===== src/rtl/game_flow_ctrl.sv =====
// rtl/game_flow_ctrl.sv - puzzle game sequencer: board select, move gating, move/second statistics
module game_flow_ctrl #(
   parameter logic [11:0] BOARD0        = 12'b001_011_000_010,
   parameter logic [11:0] BOARD1        = 12'b011_001_010_000,
   parameter logic [11:0] BOARD2        = 12'b000_010_011_001,
   parameter logic [11:0] BOARD3        = 12'b010_000_001_011,
   parameter int unsigned INIT_CYCLES   = 4,
   parameter int unsigned TICKS_PER_SEC = 100_000_000,
   parameter int unsigned MOVE_W        = 10,
   parameter int unsigned SEC_W         = 10
) (
   input  logic              clk,
   input  logic              reset,
   input  logic [3:0]        btn_act,
   input  logic              btn_ok,
   input  logic              win_flag,
   output logic [1:0]        game_status,
   output logic [3:0]        act_out,
   output logic [11:0]       origin_bd,
   output logic [1:0]        board_sel,
   output logic [MOVE_W-1:0] move_cnt,
   output logic [SEC_W-1:0]  sec_cnt
);

   localparam logic [1:0] ST_CHOSE  = 2'b00;
   localparam logic [1:0] ST_GAMING = 2'b01;
   localparam logic [1:0] ST_INIT   = 2'b10;
   localparam logic [1:0] ST_WIN    = 2'b11;

   localparam int unsigned TICK_W = (TICKS_PER_SEC > 1) ? $clog2(TICKS_PER_SEC) : 1;
   localparam int unsigned INIT_W = (INIT_CYCLES > 1) ? $clog2(INIT_CYCLES) : 1;
   localparam logic [TICK_W-1:0] TICK_LAST = TICK_W'(TICKS_PER_SEC - 1);
   localparam logic [INIT_W-1:0] INIT_LAST = INIT_W'(INIT_CYCLES - 1);

   logic [1:0]        state_q, state_d;
   logic [3:0]        act_cur_q, act_cur_d, act_prev_q, act_prev_d;
   logic              ok_cur_q, ok_cur_d, ok_prev_q, ok_prev_d;
   logic [1:0]        arm_q, arm_d;
   logic [1:0]        board_sel_q, board_sel_d;
   logic [11:0]       origin_q, origin_d;
   logic [3:0]        act_out_q, act_out_d;
   logic [MOVE_W-1:0] move_q, move_d;
   logic [SEC_W-1:0]  sec_q, sec_d;
   logic [TICK_W-1:0] tick_q, tick_d;
   logic [INIT_W-1:0] init_q, init_d;

   logic       armed;
   logic [3:0] act_rise;
   logic       ok_rise;
   logic       act_valid;
   logic       init_done;

   // Rises are honoured only once both edge registers hold post-reset samples,
   // so a button held through reset release never looks like a fresh press.
   assign armed     = arm_q[1];
   assign act_rise  = act_cur_q & ~act_prev_q & {4{armed}};
   assign ok_rise   = ok_cur_q & ~ok_prev_q & armed;
   assign act_valid = (act_rise != 4'b0) && ((act_rise & (act_rise - 4'd1)) == 4'b0);
   assign init_done = (init_q == INIT_LAST);

   always_ff @(posedge clk or negedge reset) begin
      if (!reset) begin
         state_q <= ST_CHOSE;
      end else begin
         state_q <= state_d;
      end
   end

   always_comb begin
      state_d = state_q;
      case (state_q)
         ST_CHOSE:  if (ok_rise)   state_d = ST_INIT;
         ST_INIT:   if (init_done) state_d = ST_GAMING;
         ST_GAMING: begin
            if (win_flag)     state_d = ST_WIN;
            else if (ok_rise) state_d = ST_CHOSE;
         end
         ST_WIN:    if (ok_rise)   state_d = ST_CHOSE;
         default:   state_d = ST_CHOSE;
      endcase
   end

   always_comb begin
      act_cur_d   = btn_act;
      act_prev_d  = act_cur_q;
      ok_cur_d    = btn_ok;
      ok_prev_d   = ok_cur_q;
      arm_d       = {arm_q[0], 1'b1};
      board_sel_d = board_sel_q;
      act_out_d   = 4'b0;
      move_d      = move_q;
      sec_d       = sec_q;
      tick_d      = tick_q;
      init_d      = init_q;

      case (state_q)
         ST_CHOSE: begin
            if (ok_rise) begin
               move_d = '0;
               sec_d  = '0;
               tick_d = '0;
               init_d = '0;
            end else if (act_valid) begin
               if (act_rise[0])      board_sel_d = board_sel_q + 2'd1;
               else if (act_rise[1]) board_sel_d = board_sel_q - 2'd1;
            end
         end
         ST_INIT: begin
            init_d = init_done ? '0 : init_q + 1'b1;
         end
         ST_GAMING: begin
            if (tick_q == TICK_LAST) begin
               tick_d = '0;
               if (sec_q != '1) sec_d = sec_q + 1'b1;
            end else begin
               tick_d = tick_q + 1'b1;
            end
            // win_flag and give-up both swallow a move arriving in the same cycle
            if (!win_flag && !ok_rise && act_valid) begin
               act_out_d = act_rise;
               if (move_q != '1) move_d = move_q + 1'b1;
            end
         end
         default: ;
      endcase

      case (board_sel_d)
         2'd0:    origin_d = BOARD0;
         2'd1:    origin_d = BOARD1;
         2'd2:    origin_d = BOARD2;
         default: origin_d = BOARD3;
      endcase
   end

   always_ff @(posedge clk or negedge reset) begin
      if (!reset) begin
         act_cur_q   <= 4'b0;
         act_prev_q  <= 4'b0;
         ok_cur_q    <= 1'b0;
         ok_prev_q   <= 1'b0;
         arm_q       <= 2'b0;
         board_sel_q <= 2'd0;
         origin_q    <= BOARD0;
         act_out_q   <= 4'b0;
         move_q      <= '0;
         sec_q       <= '0;
         tick_q      <= '0;
         init_q      <= '0;
      end else begin
         act_cur_q   <= act_cur_d;
         act_prev_q  <= act_prev_d;
         ok_cur_q    <= ok_cur_d;
         ok_prev_q   <= ok_prev_d;
         arm_q       <= arm_d;
         board_sel_q <= board_sel_d;
         origin_q    <= origin_d;
         act_out_q   <= act_out_d;
         move_q      <= move_d;
         sec_q       <= sec_d;
         tick_q      <= tick_d;
         init_q      <= init_d;
      end
   end

   assign game_status = state_q;
   assign act_out     = act_out_q;
   assign origin_bd   = origin_q;
   assign board_sel   = board_sel_q;
   assign move_cnt    = move_q;
   assign sec_cnt     = sec_q;

endmodule


===== config.mk =====
export PLATFORM = sky130hd
export DESIGN_NAME = game_flow_ctrl
export DESIGN_NICKNAME = d
export VERILOG_FILES = /design/src/rtl/game_flow_ctrl.sv
export SDC_FILE = /design/constraint.sdc
export NUM_CORES = 1
export LEC_CHECK = 0
export BUFFER_PORTS_ARGS = -buffer_cell sky130_fd_sc_hd__buf_4
export CORE_UTILIZATION = 40
export DETAILED_ROUTE_END_ITERATION = 8
export GPL_TIMING_DRIVEN = 1
export PLACE_DENSITY_LB_ADDON = 0.08
export SLEW_MARGIN = 0
export SYNTH_ARGS = -nofsm -noshare
export SYNTH_HDL_FRONTEND = slang
export SYNTH_SLANG_ARGS = --single-unit

===== constraint.sdc =====
create_clock -name clk -period 2.7 [get_ports clk]
set_clock_uncertainty 0.2 [all_clocks]
set_input_delay 0.135 -clock clk [delete_from_list [all_inputs] [get_ports clk]]
set_output_delay 0.135 -clock clk [all_outputs]
set_load 0.01 [all_outputs]

==> run summary, run 1 <==
Timing
- post-route clock period utilization: 93.55%
- highest clock rate: 0.3959 GHz
- number of setup violations in the final report: 0
- final total negative setup slack: 0 ps
- Max Slew Vio Count: 0
- shortest clock period the worst path allows after layout: 2526 ps
- Hold Fails Final Rpt: 0
- setup repair after global routing missed its margin: no
- slew at the pin closest to its max-slew limit: 966.9 ps
- Rel. slew slack: 35.54%

Clocking
- clock buffers created by TritonCTS: 9
- H-tree lvl count: 3
- clock-pin transition on the worst setup and hold timing paths: 100 ps
- CTS tree: done
- buffer type at the clock tree root: sky130_fd_sc_hd__clkbuf_8
- clk sinks: 75
- clock insertion delay at the later pin of the skew report: 360 ps
- Bufs on Longest Clock Path: 2

Logic synthesis
- synthesis warning total: 0
- total standard cell area after synthesis: 0.003852 mm^2
- leading post-synthesis cells by cell area: sky130_fd_sc_hd__dfrtp_1 47%, sky130_fd_sc_hd__nand2_1 4.7%, sky130_fd_sc_hd__ha_1 2.9%
- synthesized area per cell: 9.559 um^2
- sequential area share after synthesis: 48.81%
- flops & latches, synth: 75
- number of distinct library cells after synthesis: 49
- EDFF count, synth: 0
- cell accounting for the most synthesized area: sky130_fd_sc_hd__dfrtp_1
- post-synth top area share: 46.77%
- dominant synthesized flop cell: sky130_fd_sc_hd__dfrtp_1
- proportion of register bits with asynchronous set or reset after synthesis: 100.0%
- post-synthesis instance total: 403

Critical path
- critical path launch point type: register
- Crit path required time: 2790 ps
- maximum cell stage delay along the critical path: 560 ps
- logic depth of the worst setup path including buffers: 6
- Buf/Inv on CP: 1
- Critical R2R Capture: sec_cnt[3]
- critical path class: register to register
- Cell Chain, Critical Path: or4_4 > nor4_4 > buf_4 > nand3_2 > or4_1 > a21oi_1
- CP max stage cell: sky130_fd_sc_hd__or4_4
- start of the worst register-to-register path: tick_q[17]
- worst reg-to-reg setup slack: 170 ps
- Worst Path Max Fanout: 9
- r2r worst-path depth: 6
- Crit path max-delay family: simple AND/OR/NAND/NOR gates
- worst path arrival time: 2610 ps
- Setup crit end kind: register

Power
- P_leak: 2.055 nW
- power per cell area: 760.2 mW/mm^2
- PnR Total Power: 3.598 mW
- Max rail drop VDD: 0.3836 mV

Routing
- DRC violation count after routing: 0
- final antenna-violating net count: 0
- post-DR wirelength/cell: 14.70 um
- total wire length: 8.907 mm
- number of violations reported at the end of detailed-routing iteration 0: 134
- First-pass DRT Iterations: 4
- routed via count: 3,260
- vias per cell: 5.380

Floorplanning
- Total Die Area: 0.01003 mm^2
- die outline height: 100.1 um
- initial core utilization: 41.50%
- chip width: 100.1 um
- number of standard-cell rows in the floorplan: 35
- IO Count: 48
- core region area: 0.009284 mm^2

Place
- buffers added on ports: 43
- global placement routability congestion: 0.8167
- placed cell area: 0.004405 mm^2
- detailed placement HPWL: 5.932 mm

Global route
- wire length of the first global-routing pass: 14.84 mm
- global route overflow: 0
- largest net degree at the start of global routing: 76
- combined global-route utilization of all metal layers: 18.63%
- via count of the first global-routing pass: 3,063
- number of antenna violations at the first check in global routing: 0

Layout
- Final Instance Area: 0.004733 mm^2
- area taken by flip-flops and latches: 0.001881 mm^2
- number of inserted filler cells in the final layout: 883
- area of the multi-input gates: 0.001868 mm^2
- number of antenna cells inserted: 0
- share of final-layout standard cells stronger than drive strength 1: 21.80%
- layout-stage area growth over the synthesis result: 22.86%
- number of nets in the layout: 489

Min path
- path type of the worst min-delay path: register to register
- number of instances on the worst hold path: 0
- hold_sp: arm_q[0]
- Hold Path Sink: arm_q[1]

Outcome
- outcome: completed

Run
- number of violations of the max-capacitance limit: 0

==> kinds of logic (layout without fill, tap and decap cells) <==
family,count (synthesis),in the layout,synth area share (%)
compound gates,83,84,13.90
xor+xnor,18,18,4.092
fa+ha+maj,9,9,2.923
buf+inv,30,100,3.670
flops,75,75,48.81
mux,5,5,1.332
other cells,2,5,0.1949
simple gates,181,181,25.07
==> stage by stage <==
step	utilization, %	hold slack (ps)	instances	setup slack [ps]
after global placement	47.45	44.55	579	182.2
after global routing	50.98	187.3	606	111.3
final	50.98	176.3	606	174.1
after CTS	50.50	181.0	602	47.06
after detailed placement	47.45	45.41	579	84.27
after floorplan	-	-360.6	406	440.5
==> repair_timing <==
item,CTS,global route
hold endpoints to repair,83,0
buffers inserted,0,3
setup endpoints to repair,0,30
hold buffers,7,0
gates resized for setup,0,2
==> synthesized netlist by cell type (10+ instances only) <==
library cell,n
sky130_fd_sc_hd__dfrtp_1,72
sky130_fd_sc_hd__nand2_1,48
sky130_fd_sc_hd__nor2_1,27
sky130_fd_sc_hd__a21oi_1,22
sky130_fd_sc_hd__nand3_1,17
sky130_fd_sc_hd__o21ai_0,16
sky130_fd_sc_hd__a31oi_1,14
sky130_fd_sc_hd__nand4_1,14
sky130_fd_sc_hd__nor3_1,11
sky130_fd_sc_hd__nor4_1,11
sky130_fd_sc_hd__inv_1,10
sky130_fd_sc_hd__or3_1,10
==> power by group <==
group,total [mW],leakage [nW],internal [mW],switching [mW]
clock network,0.932,0.106,0.453,0.480
registers,1.47,0.984,1.31,0.153
logic,1.20,0.965,0.504,0.694
==> metal layers <==
layer	vias up	part of all wire, %	global-route usage, %	wire, um
li1	1603	-	-	-
met1	1581	48	24.94	4233
met2	65	48	30.66	4284
met3	11	3.1	3.621	278
met4	0	1.2	5.574	110
met5	-	0	0	0
==> cells in the final DEF (no fill, tap or decap), drive strengths merged, types with 3 or more instances in the layout <==
cell type    count
dfrtp           72
buf             67
nand2           48
nor2            27
a21oi           23
nand3           18
o21ai           17
inv             15
nand4           14
a31oi           14
nor4            13
nor3            11
or3             10
xnor2            9
nand2b           9
xor2             9
ha               9
clkbuf           9
and3             8
dlygate4sd3      7
or4              7
o31ai            6
o211ai           5
conb             5
or2              4
a22o             4
mux2i            4
nor2b            3
and4             3
o31a             3
a31o             3
dfstp            3
==> registers in the layout, summed over array words and instances, names as in the netlist, 2 cells and up <==
register,cells
act_cur_q,4
act_out,4
act_prev_q,4
arm_q,2
board_sel,2
game_status,2
init_q,2
move_cnt,10
origin_bd,6
sec_cnt,10
tick_q,27
==> how the worst max path moves through the flow <==
stage	from	end	slack (ps)
floorplan	act_cur_q[0]	origin_bd[3]	440
global placement	tick_q[1]	sec_cnt[5]	180
detailed placement	tick_q[1]	sec_cnt[5]	80
CTS	tick_q[1]	sec_cnt[5]	50
global route	tick_q[1]	tick_q[5]	110
finish	tick_q[17]	sec_cnt[3]	170
==> cell type report <==
type	instances	share of cell area [%]
timing repair buffer	74	12.11
multi-input combinational	302	39.47
tap	129	3.410
inverter	10	0.7930
clock inverter	7	1.877
sequential	75	39.73
clock buffer	9	2.617
Note: power is estimated with default switching activity, not from simulation.
==> inputs of run 2 (changes only) <==
Settings changed: ABC_AREA set to 1, PLACE_DENSITY set to 0.55, PLACE_DENSITY_LB_ADDON 0.08 to unset.
==> run summary, run 2 <==
Run
- number of violations of the max-capacitance limit: 0

Global route
- combined global-route utilization of all metal layers: 17.24%
- number of antenna violations at the first check in global routing: 0
- global route overflow: 0
- wire length of the first global-routing pass: 15.20 mm
- via count of the first global-routing pass: 3,327
- largest net degree at the start of global routing: 76

Floorplanning
- Total Die Area: 0.01087 mm^2
- chip width: 104.3 um
- initial core utilization: 42.02%
- IO Count: 48
- die outline height: 104.3 um
- number of standard-cell rows in the floorplan: 36
- core region area: 0.009955 mm^2

Logic synthesis
- sequential area share after synthesis: 44.96%
- synthesis warning total: 0
- dominant synthesized flop cell: sky130_fd_sc_hd__dfrtp_1
- post-synth top area share: 43.08%
- cell accounting for the most synthesized area: sky130_fd_sc_hd__dfrtp_1
- post-synthesis instance total: 554
- leading post-synthesis cells by cell area: sky130_fd_sc_hd__dfrtp_1 43%, sky130_fd_sc_hd__nand2_1 14%, sky130_fd_sc_hd__nor2_1 8.1%
- number of distinct library cells after synthesis: 32
- proportion of register bits with asynchronous set or reset after synthesis: 100.0%
- most frequent cell after synthesis: sky130_fd_sc_hd__nand2_1
- flops & latches, synth: 75
- synthesized area per cell: 7.550 um^2
- total standard cell area after synthesis: 0.004183 mm^2
- Synth top cells by count: 159 x sky130_fd_sc_hd__nand2_1, 90 x sky130_fd_sc_hd__nor2_1, 72 x sky130_fd_sc_hd__dfrtp_1, 57 x sky130_fd_sc_hd__inv_1, 38 x sky130_fd_sc_hd__nand3_1
- EDFF count, synth: 0

Clocking
- post-cts hold buffer count: 7
- Bufs on Longest Clock Path: 2
- buffer type at the clock tree root: sky130_fd_sc_hd__clkbuf_8
- clock buffers created by TritonCTS: 9
- clk sinks: 75
- H-tree lvl count: 3
- CTS tree: done
- post-cts resize count: 0
- clock-pin transition on the worst setup and hold timing paths: 90 ps
- number of buffers added for setup after CTS: 0
- clock insertion delay at the later pin of the skew report: 350 ps

Routing
- number of violations reported at the end of detailed-routing iteration 0: 152
- First-pass DRT Iterations: 4
- vias per cell: 4.683
- post-DR wirelength/cell: 11.94 um
- final antenna-violating net count: 0
- total wire length: 8.884 mm
- routed via count: 3,484
- DRC violation count after routing: 0

Critical path
- Crit path required time: 2730 ps
- critical path class: register to register
- worst path arrival time: 2280 ps
- worst reg-to-reg setup slack: 450 ps
- critical path launch point type: register
- Setup crit end kind: register
- Worst Path Max Fanout: 16

Layout
- share of final-layout standard cells stronger than drive strength 1: 15.71%
- most common cell after layout, fill and taps aside: sky130_fd_sc_hd__nand2_1
- layout-stage area growth over the synthesis result: 16.93%
- Final Instance Area: 0.004891 mm^2
- number of inserted filler cells in the final layout: 996
- commonest non-fill, non-tap cells in the layout: 159 x sky130_fd_sc_hd__nand2_1, 90 x sky130_fd_sc_hd__nor2_1, 72 x sky130_fd_sc_hd__dfrtp_1, 57 x sky130_fd_sc_hd__inv_1, 48 x sky130_fd_sc_hd__buf_4
- Largest register FFs: 27
- number of antenna cells inserted: 0
- number of nets in the layout: 623
- register with the most flip-flops: tick_q

Timing
- highest clock rate: 0.4445 GHz
- Setup WS post-layout: 450.4 ps
- Hold Fails Final Rpt: 0
- post-route clock period utilization: 83.32%
- shortest clock period the worst path allows after layout: 2250 ps
- Max Slew Vio Count: 0
- Rel. slew slack: 37.90%
- Hold Slack: 156.9 ps
- setup repair after global routing missed its margin: no
- number of setup violations in the final report: 0
- final total negative setup slack: 0 ps
- slew at the pin closest to its max-slew limit: 931.4 ps

Power
- share of total power in sequential cells: 42.1%
- power per cell area: 681.4 mW/mm^2
- Switching Fraction: 35.21%
- Switching Power: 1.174 mW
- Comb power frac: 29.0%
- fraction of power consumed by the clock network: 28.9%
- Max rail drop VDD: 0.4946 mV
- P_leak: 2.347 nW
- Int Power: 2.159 mW

Place
- placed cell area: 0.004603 mm^2
- detailed placement HPWL: 6.231 mm
- buffers added on ports: 43
- global placement routability congestion: 0.7499
- worst slack at placement: 449.4 ps

Outcome
- outcome: completed

Min path
- path type of the worst min-delay path: register to register

[run 2: routing by layer]
metal | up-vias | share of wire, % | GRT usage (%)
li1 | 1828 | - | -
met2 | 59 | 47 | 28.10
met5 | - | 0 | 0
met3 | 4 | 3.4 | 4.386
met1 | 1593 | 49 | 22.92
met4 | 0 | 0.54 | 4.082
[run 2: cell type report]
type | instances | area (um^2) | area share, %
inverter | 63 | 236.5 | 4.835
multi-input combinational | 402 | 1959 | 40.06
clock buffer | 10 | 127.6 | 2.609
tap | 133 | 166.4 | 3.402
sequential | 75 | 1881 | 38.45
clock inverter | 6 | 90.09 | 1.842
timing repair buffer | 55 | 430.4 | 8.800
[run 2: cells by family after synthesis]
kind of cell | Yosys count | share of synthesized area (%)
flops | 75 | 44.96
simple gates | 339 | 35.51
xor+xnor | 24 | 5.025
other cells | 2 | 0.1795
fa+ha+maj | 9 | 2.692
compound gates | 25 | 3.171
buf+inv | 80 | 8.465
[run 2: path summary, 6_finish.rpt]
check,from,end,depth (start not counted)
min,arm_q[0],arm_q[1],0
min in group asynchronous,reset,tick_q[23],2
max reg2reg,tick_q[0],sec_cnt[9],10
max,tick_q[0],sec_cnt[9],10
min reg2reg,arm_q[0],arm_q[1],0
max in group asynchronous,reset,move_cnt[9],2
[run 2: worst max-delay path: stages (launching register included)]
cell and delay [ps]:
sky130_fd_sc_hd__dfrtp_1 450, sky130_fd_sc_hd__ha_1 200, sky130_fd_sc_hd__inv_1 50, sky130_fd_sc_hd__nor2_2 210, sky130_fd_sc_hd__nand2_2 150, sky130_fd_sc_hd__nor2_2 150, sky130_fd_sc_hd__nand2_2 100, sky130_fd_sc_hd__nand2_4 190
sky130_fd_sc_hd__nand3_2 230, sky130_fd_sc_hd__nand2_1 130, sky130_fd_sc_hd__nand2_1 60
[run 2: power groups by stage]
stage	Combinational, mW	Clock (mW)	Sequential [mW]
6_report	0.967	0.962	1.40
3_3_place_gp	0.957	0	1.42
4_1_cts	0.981	1.00	1.41
5_1_grt	1.08	1.04	1.43
2_1_floorplan	0.611	0	1.45
3_5_place_dp	0.978	0	1.42
[run 2: stage by stage]
stage               cells  total power [mW]  util [%]
floorplan             557             2.058         -
global placement      721             2.380     46.24
detailed placement    721             2.401     46.24
CTS                   744             3.389     49.13
global route          744             3.550     49.13
finish                744             3.333     49.13
